### src/rtl/ctrl_core_seq.sv
// Bin-level SAT engine controller: sequences BCP, decision, analysis and
// in-bin backtrack, ending with a multi-valued termination status.
module ctrl_core_seq #(
  parameter int WIDTH_LVL      = 16,
  parameter int WIDTH_CNT      = 32,
  parameter int MAX_CONFLICTS  = 0,
  parameter int TIMEOUT_CYCLES = 1024,
  parameter int WIDTH_TO       = 16
) (
  input  logic                 clk,
  input  logic                 rst,
  input  logic                 start_core_i,
  input  logic                 abort_i,
  output logic                 done_core_o,
  output logic [2:0]           status_o,
  output logic                 sat_o,
  output logic                 unsat_o,
  output logic                 apply_imply_o,
  input  logic                 done_imply_i,
  input  logic                 conflict_i,
  output logic                 start_decision_o,
  input  logic                 done_decision_i,
  input  logic                 all_c_is_sat_i,
  input  logic [WIDTH_LVL-1:0] cur_lvl_i,
  output logic                 apply_analyze_o,
  input  logic                 done_analyze_i,
  input  logic [WIDTH_LVL-1:0] bkt_bin_num_i,
  input  logic [WIDTH_LVL-1:0] cur_bin_num_i,
  output logic                 apply_bkt_cur_bin_o,
  input  logic                 done_bkt_cur_bin_i,
  output logic [WIDTH_CNT-1:0] conflict_cnt_o,
  output logic [WIDTH_CNT-1:0] decision_cnt_o
);

  localparam logic [2:0] ST_NONE    = 3'd0;
  localparam logic [2:0] ST_SAT     = 3'd1;
  localparam logic [2:0] ST_UNS_BKT = 3'd2;
  localparam logic [2:0] ST_UNS_GLB = 3'd3;
  localparam logic [2:0] ST_BUDGET  = 3'd4;
  localparam logic [2:0] ST_TIMEOUT = 3'd5;
  localparam logic [2:0] ST_ABORT   = 3'd6;

  localparam logic [WIDTH_CNT-1:0] MAXC =
    WIDTH_CNT'(MAX_CONFLICTS);
  localparam logic [WIDTH_TO-1:0] TO_LAST =
    WIDTH_TO'((TIMEOUT_CYCLES == 0) ? 0 : TIMEOUT_CYCLES - 1);

  typedef enum logic [2:0] {
    IDLE,
    BCP,
    DECISION,
    ANALYSIS,
    BKT_CUR_BIN,
    FINISH
  } state_t;

  state_t               state, state_nx;
  logic                 first;
  logic [2:0]           status_q, status_nx;
  logic [WIDTH_CNT-1:0] ccnt, ccnt_nx, ccnt_inc;
  logic [WIDTH_CNT-1:0] dcnt, dcnt_nx, dcnt_inc;
  logic [WIDTH_TO-1:0]  wd, wd_nx;
  logic                 phase, done_sel, done_ok;
  logic                 to_hit, budget_hit;

  assign ccnt_inc = (&ccnt) ? ccnt : ccnt + 1'b1;
  assign dcnt_inc = (&dcnt) ? dcnt : dcnt + 1'b1;

  assign phase = (state == BCP) || (state == DECISION) ||
                 (state == ANALYSIS) || (state == BKT_CUR_BIN);

  always_comb begin
    done_sel = 1'b0;
    unique case (state)
      BCP:         done_sel = done_imply_i;
      DECISION:    done_sel = done_decision_i;
      ANALYSIS:    done_sel = done_analyze_i;
      BKT_CUR_BIN: done_sel = done_bkt_cur_bin_i;
      default:     done_sel = 1'b0;
    endcase
  end

  // the first cycle of a phase is the request cycle; its done is stale
  assign done_ok    = done_sel && !first;
  assign to_hit     = (TIMEOUT_CYCLES != 0) && (wd >= TO_LAST);
  assign budget_hit = (MAX_CONFLICTS != 0) && (ccnt_inc >= MAXC);

  always_comb begin
    state_nx  = state;
    status_nx = status_q;
    ccnt_nx   = ccnt;
    dcnt_nx   = dcnt;
    wd_nx     = wd + 1'b1;
    unique case (state)
      IDLE: begin
        if (start_core_i) begin
          state_nx  = BCP;
          status_nx = ST_NONE;
          ccnt_nx   = '0;
          dcnt_nx   = '0;
        end
      end
      BCP: begin
        if (done_ok) begin
          if (conflict_i) begin
            ccnt_nx = ccnt_inc;
            if (cur_lvl_i == '0) begin
              state_nx  = FINISH;
              status_nx = ST_UNS_GLB;
            end else if (budget_hit) begin
              state_nx  = FINISH;
              status_nx = ST_BUDGET;
            end else begin
              state_nx = ANALYSIS;
            end
          end else begin
            state_nx = DECISION;
          end
        end
      end
      DECISION: begin
        if (first) dcnt_nx = dcnt_inc;
        if (done_ok) begin
          if (all_c_is_sat_i) begin
            state_nx  = FINISH;
            status_nx = ST_SAT;
          end else begin
            state_nx = BCP;
          end
        end
      end
      ANALYSIS: begin
        if (done_ok) begin
          if (bkt_bin_num_i != cur_bin_num_i) begin
            state_nx  = FINISH;
            status_nx = ST_UNS_BKT;
          end else begin
            state_nx = BKT_CUR_BIN;
          end
        end
      end
      BKT_CUR_BIN: begin
        if (done_ok) state_nx = DECISION;
      end
      FINISH:  state_nx = IDLE;
      default: state_nx = IDLE;
    endcase
    if (phase && !done_ok && to_hit) begin
      state_nx  = FINISH;
      status_nx = ST_TIMEOUT;
    end
    // abort preempts any same-cycle result, including its conflict count
    if (phase && abort_i) begin
      state_nx  = FINISH;
      status_nx = ST_ABORT;
      ccnt_nx   = ccnt;
    end
    if (state_nx != state) wd_nx = '0;
  end

  always_ff @(posedge clk or negedge rst) begin
    if (!rst) begin
      state    <= IDLE;
      first    <= 1'b0;
      status_q <= ST_NONE;
      ccnt     <= '0;
      dcnt     <= '0;
      wd       <= '0;
    end else begin
      state    <= state_nx;
      first    <= (state_nx != state);
      status_q <= status_nx;
      ccnt     <= ccnt_nx;
      dcnt     <= dcnt_nx;
      wd       <= wd_nx;
    end
  end

  assign apply_imply_o       = (state == BCP) && first;
  assign start_decision_o    = (state == DECISION) && first;
  assign apply_analyze_o     = (state == ANALYSIS) && first;
  assign apply_bkt_cur_bin_o = (state == BKT_CUR_BIN) && first;
  assign done_core_o         = (state == FINISH);
  assign status_o            = status_q;
  assign sat_o               = (status_q == ST_SAT);
  assign unsat_o             = (status_q == ST_UNS_BKT) ||
                               (status_q == ST_UNS_GLB);
  assign conflict_cnt_o      = ccnt;
  assign decision_cnt_o      = dcnt;

endmodule

### config.mk
export PLATFORM = sky130hd
export DESIGN_NAME = ctrl_core_seq
export DESIGN_NICKNAME = d
export VERILOG_FILES = /design/src/rtl/ctrl_core_seq.sv
export SDC_FILE = /design/constraint.sdc
export NUM_CORES = 1
export LEC_CHECK = 0
export ABC_AREA = 1
export BUFFER_PORTS_ARGS = -buffer_cell sky130_fd_sc_hd__buf_2
export CORE_AREA = 2 2 109 111
export DETAILED_ROUTE_END_ITERATION = 8
export DIE_AREA = 0 0 111 113
export GPL_TIMING_DRIVEN = 0
export PLACE_DENSITY = 0.83
export SYNTH_ARGS = -nofsm -noshare
export SYNTH_HDL_FRONTEND = slang
export SYNTH_SLANG_ARGS = --single-unit
### constraint.sdc
create_clock -name clk -period 2.7 [get_ports clk]
set_input_delay 0.405 -clock clk [delete_from_list [all_inputs] [get_ports clk]]
set_output_delay 0.405 -clock clk [all_outputs]
set_load 0.01 [all_outputs]
==> run summary, run 1 <==
Status: completed
WP buf/inv: 1
Vias in the first global route: 5990
Post-DP HPWL: 12.9 mm
Seq/Total Area, Yosys: 35.8%
Starting density of the core: 53.9%
Family with the most delay on the worst path: simple AND/OR/NAND/NOR gates
Critical Path RT: 2.92 ns
Initial antenna violation count: 0
Core ar.: 0.0113 sq mm
TritonCTS Buffers: 9
Worst hold path type: in -> reg
Post-place setup slack: 0.102 ns
CP Launch Type: flop
Post-Layout Cell Count: 1185
CP max stage delay: 0.51 ns
Setup slack, reg-to-reg: 0.20 ns
Pins Over Slew Limit: 0
Max cap viols: 0
CTS max path bufs: 2
Synth Flop Type: dfrtp_1
Final Util: 64.3%
CTS H-Tree Depth: 3
DR WL/cell: 14.3 um
YS warnings: 0
DR vias: 6328
TritonCTS clock tree: built
Clock sinks: 87
Finished Cell Area: 0.00725 sq mm
Synthesis-stage register bit count: 87
Die height: 113 um
Cell area power density: 617 mW/mm^2
Overall power: 4.48 mW
Root buffer cell: clkbuf_16
GRT Total Usage: 27.8%
Syn Nets: 952
EDFF count, synth: 0
Final worst setup slack: 0.203 ns
Placer Congestion: 0.972
Largest family of logic cells by synthesized area: simple AND/OR/NAND/NOR gates
Tcrit/Tclk final: 92.5%
DR pass1 iterations: 6
Slowest CP cell: dfrtp_1
Register area: 0.00218 sq mm
Routed wire length: 17.0 mm
Slew @ Worst Pin: 0.616 ns
Most frequent CP cell: nand2_1
Worst path cell trace: ha_1, nand2_1, nor2_1, nand2_1, nor2_2, a21oi_1, o211ai_4, nand2_4, buf_2, nand2_1, o21ai_1
DIE AREA: 0.0125 sq mm
Finish-stage setup viols: 0
Final Hold Slack: 0.456 ns
Mux cell area share after synthesis: 0%
Area of the multi-input gates: 0.00339 sq mm
Die width: 111 um
Simple-gate share of the synthesized area: 41.8%
Synth-to-Final Area Change: 19.3%
DRC: 0
Worst-Skew Late Latency: 0.35 ns
Worst setup EP type: flop
Peak VDD IR: 0.443 mV
Largest net degree at the start of global routing: 66
CP max FO: 10
Slew headroom: 59.0%
Compound-Gate Fraction of Synth Area: 5.15%
Iteration-0 DRC Markers: 490
Final antenna diode count: 0
LEAKAGE: 3.46 nW
FMAX: 400 MHz
Top Ports: 132
Total gr overflow: 0
Post-route ant nets: 0
PortBufs: 131
Post-Synth XOR/XNOR Area: 8.21%
Arrival time worst endpoint: 2.72 ns
Final min period: 2.50 ns
Hold Vio Cnt, Final: 0
RSZ-0062 raised after global routing: no
Post-Syn Area per Cell: 6.82 sq um
Via density: 5.34
Synthesized cell area: 0.00608 sq mm
CP Class: reg -> reg
Nets: 1098
Global-route wire length before repair: 28.4 mm
Synth Area in Adders: 0.618%
Ys async rst share: 100%
Syn Inst Count: 891
Synth unique cells: 34
Setup TNS Final: 0 ns
# rows: 39
Cell Area, Placed: 0.00694 sq mm
Fillers: 1035
Ratio of cells with drive above 1 in the final layout: 19.0%
Fin Clk Skew: 0.00847 ns
Placed Cells: 1166
Clock Pin Slew Worst Setup and Hold Paths: 0.07 ns
-- area by class of cell --
class                           count  area share, %
Clock buffer                       10           3.16
Sequential cell                    87           30.0
Clock inverter                      6          0.707
Timing Repair Buffer              135           9.80
Multi-Input combinational cell    680           46.8
Inverter                          105           5.43
Tap cell                          143           2.47
Buffer                             19           1.64
-- report_power, final --
| part | internal (mW) | total [mW] | switching, mW |
|---|---|---|---|
| Sequential | 1.39 | 1.49 | 0.0970 |
| Clock | 0.638 | 1.21 | 0.574 |
| Combinational | 0.510 | 1.77 | 1.26 |
| Total | 2.54 | 4.48 | 1.94 |
-- synthesized netlist by cell type (10+ instances only) --
cell	count	share of area, %
nand2_1	253	16
nor2_1	135	8.3
inv_1	98	6.1
dfrtp_1	87	36
nand3_1	66	5.4
xor2_1	42	6.1
nor3_1	40	3.3
nand4_1	29	3.0
o21ai_0	17	1.4
o21ai_1	17	1.4
xnor2_1	15	2.2
nor4_1	13	1.3
nor2_4	10	1.9
o31ai_1	10	1.2
-- repair_timing --
| item | CTS | global route |
|---|---|---|
| hold buffers | 1 | 0 |
| setup endpoints to repair | 0 | 46 |
| setup buffers | 0 | 2 |
| resized for setup | 0 | 1 |
| hold endpoints to repair | 22 | 0 |
-- cells by family (layout without fill, tap and decap cells) --
| family | after synthesis | in the layout |
|---|---|---|
| AND/OR/NAND/NOR | 568 | 568 |
| XOR/XNOR | 57 | 57 |
| adder cells (fa/ha/maj) | 3 | 3 |
| flip-flops | 87 | 87 |
| AO/OA/AOI/OAI | 52 | 52 |
| buffers and inverters | 124 | 275 |
-- registers in the layout, summed over array words and instances, names as in the netlist --
register	cells
first	1
conflict_cnt_o	32
state	3
decision_cnt_o	32
wd	16
status_o	3
-- routing by layer --
layer	share of wire, %	GRT usage [%]
met1	43	36.9
met2	47	46.9
met3	8.2	5.09
met4	2.1	8.33
met5	0	0
-- path summary, 6_finish.rpt --
path | end | cells past startpoint | start
worst max-delay path | decision_cnt_o[12] | 11 | decision_cnt_o[0]
max in group asynchronous | wd[11] | 3 | rst
min in group asynchronous | status_o[2] | 2 | rst
worst max register to register | decision_cnt_o[12] | 11 | decision_cnt_o[0]
worst min register to register | wd[0] | 1 | wd[0]
worst min-delay path | status_o[1] | 5 | abort_i
-- worst reg2reg max path, stage by stage, from the launching register on --
cell      delay, ns
dfrtp_1        0.51
ha_1           0.26
nand2_1        0.13
nor2_1         0.24
nand2_1        0.17
nor2_2         0.18
a21oi_1        0.12
o211ai_4       0.24
nand2_4        0.13
buf_2          0.23
nand2_1        0.08
o21ai_1        0.08
-- cells in the final DEF, fill, tap and decap left out, drive strengths merged --
master | netlist | final
a21oi | 6 | 6
and3 | 1 | 1
buf | 13 | 147
clkbuf | 6 | 16
clkinv | 0 | 2
clkinvlp | 0 | 1
dfrtp | 87 | 87
dlygate4sd3 | 0 | 1
ha | 3 | 3
inv | 105 | 108
nand2 | 259 | 259
nand3 | 69 | 69
nand3b | 2 | 2
nand4 | 29 | 29
nor2 | 151 | 151
nor3 | 42 | 42
nor3b | 1 | 1
nor4 | 13 | 13
o211ai | 1 | 1
o21ai | 35 | 35
o31ai | 10 | 10
or2 | 1 | 1
xnor2 | 15 | 15
xor2 | 42 | 42
(Power assumes the default switching activity.)
==> run 2, diff against run 1 <==
--- a/config.mk
+++ b/config.mk
@@ -10,7 +10,6 @@
 export CORE_AREA = 2 2 109 111
 export DETAILED_ROUTE_END_ITERATION = 8
 export DIE_AREA = 0 0 111 113
-export GPL_TIMING_DRIVEN = 0
 export PLACE_DENSITY = 0.83
 export SYNTH_ARGS = -nofsm -noshare
 export SYNTH_HDL_FRONTEND = slang
==> constraint.sdc (replaced) <==
create_clock -name clk -period 2.3 [get_ports clk]
set_input_delay 0.345 -clock clk [delete_from_list [all_inputs] [get_ports clk]]
set_output_delay 0.345 -clock clk [all_outputs]
set_load 0.01 [all_outputs]
==> run summary, run 2 (synthesized netlist as in run 1, its figures left out) <==
Vias in the first global route: 5807 (-3.1%)
Via density: 5.35 (+0.12%)
DR WL/cell: 14.1 um (-1.6%)
Peak VDD IR: 0.454 mV (+2.6%)
DR pass1 iterations: 5 (-1)
Total gr overflow: 0 (unchanged)
Final Hold Slack: 0.392 ns (-0.0646 ns)
Initial antenna violation count: 0 (unchanged)
Finished Cell Area: 0.00740 sq mm (+2.1%)
Post-Layout Cell Count: 1189 (+0.34%)
Commonest non-fill, non-tap cell in the layout: nand2_1
CP Class: reg -> reg
Hold Vio Cnt, Final: 0 (unchanged)
Cell Area, Placed: 0.00697 sq mm (+0.45%)
Slew headroom: 57.2% (-1.8 points)
Worst-Skew Late Latency: 0.35 ns (about the same)
PortBufs: 131 (unchanged)
Worst setup EP type: flop
Most frequent cells in the layout: nand2_1 (250), nor2_1 (134), buf_2 (130)
Core ar.: 0.0113 sq mm (unchanged)
LEAKAGE: 3.53 nW (+2.0%)
Tcrit/Tclk final: 95.0% (+2.5 points)
Top Ports: 132 (unchanged)
Placed Cells: 1168 (+0.17%)
Clock sinks: 87 (unchanged)
Worst hold path type: in -> reg
CP Launch Type: flop
Finish-stage setup viols: 0 (unchanged)
Max cap viols: 0 (unchanged)
Synth-to-Final Area Change: 21.8%
DRC: 0 (unchanged)
Post-route ant nets: 0 (unchanged)
GRT Total Usage: 26.4% (-1.4 points)
DIE AREA: 0.0125 sq mm (unchanged)
Status: completed
TritonCTS Buffers: 9 (unchanged)
Iteration-0 DRC Markers: 587 (+20%)
Arrival time worst endpoint: 2.40 ns (-0.32 ns)
CTS H-Tree Depth: 3 (unchanged)
Pins Over Slew Limit: 0 (unchanged)
Root buffer cell: clkbuf_16
Final min period: 2.19 ns (-0.312 ns)
RSZ-0062 raised after global routing: yes
Die height: 113 um (unchanged)
Largest net degree at the start of global routing: 47 (-29%)
Fillers: 1000 (-3.4%)
Placer Congestion: 0.983 (+1.1%)
Nets: 1102 (+0.36%)
Global-route wire length before repair: 27.3 mm (-3.9%)
Final antenna diode count: 0 (unchanged)
Routed wire length: 16.7 mm (-1.3%)
CP max FO: 26 (+16)
CTS max path bufs: 2 (unchanged)
Critical Path RT: 2.52 ns (-0.40 ns)
TritonCTS clock tree: built
Fin Clk Skew: 0.00867 ns (+0.000196 ns)
Post-DP HPWL: 12.5 mm (-2.6%)
FMAX: 458 MHz (+14%)
Die width: 111 um (unchanged)
Cell area power density: 719 mW/mm^2 (+16%)
DR vias: 6357 (+0.46%)
Ratio of cells with drive above 1 in the final layout: 20.7% (+1.7 points)
# rows: 39 (unchanged)
Slew @ Worst Pin: 0.636 ns (+0.0206 ns)
Starting density of the core: 53.9% (unchanged)
Clock Pin Slew Worst Setup and Hold Paths: 0.07 ns (about the same)
## run 2: cell count changes in the layout (fill, tap and decap cells not counted), sizes merged
cell / delta
buf: +9
clkbuf: -7
clkinv: +3
clkinvlp: -1
inv: -1
nand2: +1
## run 2: routing by layer
metal	track usage [%]	vias to the layer above	share of wire [%]
met4	9.67	0	2.7
met1	35.3	2872	43
li1	-	3149	-
met3	4.39	42	7.9
met2	43.8	294	47
met5	0	-	0
## run 2: cell type report
class                      count  area (sq um)  area share [%]
multi-input combinational    681          3450            46.6
timing repair buffer         157           896            12.1
inverter                     105           402            5.42
tap                          143           179            2.42
clock buffer                   9           225            3.04
clock inverter                 7          76.3            1.03
sequential                    87          2180            29.4
## run 2: what timing repair did
| item | 4_1_cts | 5_1_grt |
|---|---|---|
| gates cloned | 0 | 1 |
| hold buffers | 1 | 0 |
| setup endpoints to repair | 1 | 76 |
| endpoints found under the hold margin | 37 | 0 |
| setup buffers | 0 | 3 |
| resized for setup | 1 | 19 |
| pin swaps | 0 | 2 |
## run 2: final timing paths
kind / depth (start not counted) / slack [ns] / from / end
worst max-delay path: 12 / 0.11 / state[1] / conflict_cnt_o[19]
worst min-delay path: 5 / 0.39 / abort_i / status_o[1]
worst max register to register: 12 / 0.11 / state[1] / conflict_cnt_o[19]
worst min register to register: 1 / 0.47 / wd[0] / wd[0]
max in group asynchronous: 3 / 1.14 / rst / decision_cnt_o[29]
min in group asynchronous: 2 / 0.52 / rst / status_o[2]
## run 2: critical path, cell delays in order, from the launching register on
cell	delay, ns
dfrtp_2	0.45
inv_2	0.09
nand2_1	0.11
nor2_2	0.07
nand2_1	0.13
o21ai_1	0.08
nor2_1	0.16
nand2_1	0.09
nor2_1	0.14
nand3_2	0.16
nand2_8	0.16
inv_8	0.09
o31ai_1	0.32
## run 2: power by group
group	leakage, nW	total (mW)	internal [mW]	switching (mW)
combinational	2.19	2.10	0.598	1.50
clock	0.146	1.47	0.765	0.701
sequential	1.20	1.75	1.64	0.116
total	3.53	5.32	3.00	2.32
## run 2: stage by stage
step	setup slack [ns]	TNS [ns]	total power, mW	util (%)
after global routing	-0.0588	-0.115	5.63	65.7
after detailed placement	0.0277	0	3.68	61.9
after CTS	0.0570	0	5.15	64.6
after global placement	0.0642	0	3.65	61.9
after floorplan	0.223	0	3.21	-
final	0.115	0	5.32	65.7
